`src/rtl/quad_home_ctrl.sv`:
```
// Homing controller for a quadrature axis: arms on start, waits for a fresh
// encoder index edge, captures the live count there and strobes a counter clear.
module quad_home_ctrl #(
    parameter int unsigned TIMEOUT = 50000000
) (
    input  logic        clk,
    input  logic        reset,
    input  logic        start,
    input  logic        abort,
    input  logic        index,
    input  logic [31:0] count,
    output logic        cnt_clear,
    output logic        busy,
    output logic        done,
    output logic        error,
    output logic [31:0] home_offset,
    output logic [7:0]  home_total
);

    typedef enum logic [1:0] {
        IDLE  = 2'd0,
        ARM   = 2'd1,
        SEEK  = 2'd2,
        CLEAR = 2'd3
    } state_t;

    localparam logic [31:0] TIMER_LAST = 32'(TIMEOUT - 1);

    state_t      state_q, state_d;
    logic        s1_q, s2_q, s3_q;
    logic [31:0] timer_q, timer_d;
    logic        done_q, done_d;
    logic        error_q, error_d;
    logic [31:0] offset_q, offset_d;
    logic [7:0]  total_q, total_d;

    logic idx_rise;
    logic timeout_hit;

    assign idx_rise    = s2_q & ~s3_q;
    assign timeout_hit = (timer_q == TIMER_LAST);

    always_comb begin
        state_d  = state_q;
        timer_d  = timer_q;
        done_d   = done_q;
        error_d  = error_q;
        offset_d = offset_q;
        total_d  = total_q;
        case (state_q)
            IDLE: begin
                if (start && !abort) begin
                    state_d = ARM;
                    done_d  = 1'b0;
                    error_d = 1'b0;
                    timer_d = '0;
                end
            end
            ARM: begin
                timer_d = timer_q + 32'd1;
                // Timeout beats advancing so the timer can never step past its limit.
                if (abort) begin
                    state_d = IDLE;
                end else if (timeout_hit) begin
                    state_d = IDLE;
                    error_d = 1'b1;
                end else if (!s2_q) begin
                    state_d = SEEK;
                end
            end
            SEEK: begin
                timer_d = timer_q + 32'd1;
                if (abort) begin
                    state_d = IDLE;
                end else if (idx_rise) begin
                    state_d  = CLEAR;
                    offset_d = count;
                end else if (timeout_hit) begin
                    state_d = IDLE;
                    error_d = 1'b1;
                end
            end
            CLEAR: begin
                state_d = IDLE;
                done_d  = 1'b1;
                if (total_q != 8'hFF) begin
                    total_d = total_q + 8'd1;
                end
            end
            default: state_d = IDLE;
        endcase
    end

    always_ff @(posedge clk) begin
        if (!reset) begin
            state_q  <= IDLE;
            s1_q     <= 1'b0;
            s2_q     <= 1'b0;
            s3_q     <= 1'b0;
            timer_q  <= '0;
            done_q   <= 1'b0;
            error_q  <= 1'b0;
            offset_q <= '0;
            total_q  <= '0;
        end else begin
            state_q  <= state_d;
            s1_q     <= index;
            s2_q     <= s1_q;
            s3_q     <= s2_q;
            timer_q  <= timer_d;
            done_q   <= done_d;
            error_q  <= error_d;
            offset_q <= offset_d;
            total_q  <= total_d;
        end
    end

    assign cnt_clear   = (state_q == CLEAR);
    assign busy        = (state_q != IDLE);
    assign done        = done_q;
    assign error       = error_q;
    assign home_offset = offset_q;
    assign home_total  = total_q;

endmodule

```
`config.mk`:
```
export PLATFORM = sky130hd
export DESIGN_NAME = quad_home_ctrl
export DESIGN_NICKNAME = d
export VERILOG_FILES = /design/src/rtl/quad_home_ctrl.sv
export SDC_FILE = /design/constraint.sdc
export NUM_CORES = 1
export LEC_CHECK = 0
export ABC_AREA = 1
export CORE_MARGIN = 1
export CORE_UTILIZATION = 39
export CTS_CLUSTER_SIZE = 28
export DETAILED_ROUTE_END_ITERATION = 7
export PLACE_DENSITY = 0.7
export SYNTH_ARGS = -nofsm -noshare
export SYNTH_HDL_FRONTEND = slang
export SYNTH_SLANG_ARGS = --single-unit
```
`constraint.sdc`:
```
create_clock -name clk -period 1.87 [get_ports clk]
set_input_delay 0.2805 -clock clk [delete_from_list [all_inputs] [get_ports clk]]
set_output_delay 0.2805 -clock clk [all_outputs]
set_load 0.03 [all_outputs]
```
==> out/results.ini <==
[floorplan]
core_area_um2 = 9200
die_height_um = 99.0
num_rows = 35
floorplan.initialDensity = 0.399
ios = 81
die_x_um = 99.0
design.die.area_um2 = 9800

[finish]
final_layout_size_suffix_gt1_frac = 0.116
final_net_count = 661
final_util = 0.542
flow.area_growth_from_synthesis_pct = 35.9
num_antenna_cells = 0

[clock_tree]
cts_max_level = 3
cts-root-buf = sky130_fd_sc_hd__clkbuf_8
cts_made_buffers = 9
clock_path_buffers = 2
clkSinkCount = 79
clk_pin_slew_ns = 0.08
cts_tree = built
clkLatencyLatePin_ns = 0.35

[detailed_routing]
route.detailed.drc = 0
routed_via_density = 4.90
avgRoutedWirePerCell_um = 12.0
first_pass_iters = 4
route.antenna.remaining_nets = 0
violation_count_after_the_first_detailed_route_iteration = 182
wl_um = 8790
num_vias = 3595

[sta]
max_slew.worst_pin.slew_ns = 0.459
timing.slew.headroom = 0.692
layout_min_cycle_time_ns = 1.76
timing_hold_violations_final = 0
tns_ns = 0
final.setup_skew_ns = 0.00612
report.final.slew_viol_count = 0
timing.final.crit_share = 0.941
rsz_0062_raised_after_global_routing = yes
maxClockFrequency_mhz = 568
finalSetupViolations = 0

[critical_path]
arrival_ns = 1.48
timing.critical_path.slowest_cell_delay_ns = 0.70
kind_of_cell_adding_the_most_delay_to_the_critical_path = buffers and inverters
regToRegEndpoint = timer_q[12]$_SDFFE_PN0P_
critical_path_slowest_stage_cell = sky130_fd_sc_hd__clkdlybuf4s50_1
timing.critical_path.cells = clkdlybuf4s50_1
critical_path.max_fanout = 5
rr_startpoint = state_q[1]$_SDFFE_PN0P_
path_class = flip-flop to primary output
critical_path_buf_inv_count = 1
path_depth_of_the_worst_reg2reg_path = 11
reg2reg_setup_slack_ns = 0.13
timing.critical_path.from_type = flip-flop
worst_ep_required_time_ns = 1.59
cp-end-kind = primary output

[power_and_ir_drop]
power.total_uw = 4400
vdd_ir_drop_max_mv = 0.493
power_per_cell_area_nw_per_um2 = 883
pleak_uw = 0.00212

[logic_synthesis]
synth_top_family_by_area = simple AND/OR/NAND/NOR gates
post_synth_and_or_nand_nor_area_fraction = 0.345
ys_async_sr_fraction = 0
synth_mux_area_frac = 0
synth.avg_cell_area_um2 = 7.06
ys_ff_latch = 79
netlist_instances = 520
syn_warnings = 0
mappedNetlistArea_um2 = 3670
synth_compound_gate_area_share = 0.118
number_of_enable_flip_flop_cells_after_synthesis = 0
yosys.area_share.xor_xnor = 0.0119
syn-num-nets = 563
synthAdderAreaFrac = 0.0204
synth_cell_type_count = 40
ys_seq_area_frac = 0.431
synth_flop_cell = sky130_fd_sc_hd__dfxtp_1

[global_route]
grt_start_max_net_pins = 36
gr-total-overflow = 0
grt_pass1_vias = 3394
track_usage = 0.189
grt_pass1_wl_um = 15000
initial_antenna_violation_count = 0

[min_path]
worst_hold_path.num_cells = 2
holdPathEnd = s2_q$_SDFF_PN0_
hold_path.class = flip-flop to flip-flop
hold_path.startpoint = s1_q$_SDFF_PN0_

[job]
drv.max_cap_violation_count = 0

[placement]
port_buffers = 80
dp.final_hpwl_um = 6430
finalWeightedCongestion = 0.897

[run_status]
run_status = finished clean

## cell type report
class	count	area, um^2
well taps	111	139
inverters	58	225
flip-flops and latches	79	1580
clock inverters	6	116
fillers	856	4210
multi-input cells	371	1840
clock buffers	10	138
repair buffers	99	942
## per-layer routing
layer | up-vias | wire [um] | global-route usage
met5 | - | 0 | 0
met3 | 20 | 723 | 0.0589
met4 | 0 | 227 | 0.0930
li1 | 1858 | - | -
met2 | 116 | 3880 | 0.299
met1 | 1601 | 3960 | 0.234
## cell families after synthesis
kind of cell    Yosys count
fa+ha+maj                 6
simple gates            278
xor+xnor                  5
compound gates           82
flops                    79
buf+inv                  70
## layout by cell type (no fill, tap or decap), types with 2 or more instances in the layout
cell,n
sky130_fd_sc_hd__clkdlybuf4s50_1,78
sky130_fd_sc_hd__nand2_1,91
sky130_fd_sc_hd__xnor2_1,2
sky130_fd_sc_hd__clkinv_4,2
sky130_fd_sc_hd__dfxtp_2,2
sky130_fd_sc_hd__nand2_4,2
sky130_fd_sc_hd__nor2_1,120
sky130_fd_sc_hd__inv_2,5
sky130_fd_sc_hd__and3_1,2
sky130_fd_sc_hd__nand3_2,4
sky130_fd_sc_hd__o21a_1,2
sky130_fd_sc_hd__inv_1,49
sky130_fd_sc_hd__o21ai_2,2
sky130_fd_sc_hd__o21ai_0,44
sky130_fd_sc_hd__nor2_4,4
sky130_fd_sc_hd__nor2_2,3
sky130_fd_sc_hd__nor3_1,8
sky130_fd_sc_hd__buf_4,19
sky130_fd_sc_hd__xor2_1,3
sky130_fd_sc_hd__clkbuf_8,10
sky130_fd_sc_hd__nor3_2,4
sky130_fd_sc_hd__inv_4,3
sky130_fd_sc_hd__nor3b_1,2
sky130_fd_sc_hd__ha_1,5
sky130_fd_sc_hd__nand3_1,23
sky130_fd_sc_hd__dfxtp_1,77
sky130_fd_sc_hd__a21oi_1,26
sky130_fd_sc_hd__bufinv_16,3
sky130_fd_sc_hd__o21ai_1,3
sky130_fd_sc_hd__nand4_1,7
## flip-flops by register name (all words and copies together) (netlist names)
name,count
home_offset,32
timer_q,32
home_total,8
state_q,2
done,1
error,1
s1_q,1
s2_q,1
s3_q,1
## synthesized netlist by cell type, types with 2 or more instances
cell / instances / share of area
sky130_fd_sc_hd__nor2_1: 121 / 0.12
sky130_fd_sc_hd__nand2_1: 91 / 0.093
sky130_fd_sc_hd__dfxtp_1: 79 / 0.43
sky130_fd_sc_hd__inv_1: 50 / 0.051
sky130_fd_sc_hd__o21ai_0: 44 / 0.060
sky130_fd_sc_hd__a21oi_1: 26 / 0.035
sky130_fd_sc_hd__nand3_1: 24 / 0.033
sky130_fd_sc_hd__clkbuf_1: 10 / 0.010
sky130_fd_sc_hd__nor3_1: 9 / 0.012
sky130_fd_sc_hd__nand4_1: 7 / 0.012
sky130_fd_sc_hd__ha_1: 6 / 0.020
sky130_fd_sc_hd__inv_2: 6 / 0.0061
sky130_fd_sc_hd__nor2_4: 4 / 0.012
sky130_fd_sc_hd__nor3_2: 4 / 0.011
sky130_fd_sc_hd__o21ai_1: 4 / 0.0055
sky130_fd_sc_hd__nand3_2: 3 / 0.0082
sky130_fd_sc_hd__xor2_1: 3 / 0.0072
sky130_fd_sc_hd__and3_1: 2 / 0.0034
sky130_fd_sc_hd__nand2_4: 2 / 0.0061
sky130_fd_sc_hd__nor2_2: 2 / 0.0034
sky130_fd_sc_hd__nor3b_1: 2 / 0.0041
sky130_fd_sc_hd__o21a_1: 2 / 0.0041
sky130_fd_sc_hd__xnor2_1: 2 / 0.0048
## worst max-delay path by stage
stage	depth (start not counted)	startpoint	slack [ns]	endpoint
finish	1	home_total[3]$_SDFFE_PN0P_	0.11	home_total[3]
global route	11	state_q[1]$_SDFFE_PN0P_	-0.03	timer_q[12]$_SDFFE_PN0P_
CTS	4	state_q[0]$_SDFFE_PN0P_	0.02	busy
detailed placement	7	abort	0.04	state_q[1]$_SDFFE_PN0P_
global placement	7	abort	0.08	state_q[1]$_SDFFE_PN0P_
floorplan	11	state_q[0]$_SDFFE_PN0P_	0.1	timer_q[19]$_SDFFE_PN0P_
## what timing repair did
| item | in CTS | in global routing |
|---|---|---|
| gates resized for setup | 3 | 12 |
| buffers inserted | 0 | 5 |
| endpoints found under the setup margin | 2 | 22 |
| gates cloned | 0 | 0 |
| pin swaps | 0 | 5 |
| hold buffers | 0 | 0 |
## per-stage QoR
step	instance area, um^2	worst slack [ns]	std cells	hold slack (ns)
detailed placement	4660	0.0401	713	0.404
finish	4990	0.110	734	0.419
global placement	4660	0.0812	713	0.397
floorplan	3670	0.0989	520	0.378
global route	4990	-0.0315	734	0.448
CTS	4910	0.0171	729	0.423
## where the power goes
part | internal [uW] | switching, uW | total (uW)
logic | 429 | 590 | 1020
registers | 1750 | 45.4 | 1800
clock network | 933 | 656 | 1590
Note: power is estimated with default switching activity, not from simulation.
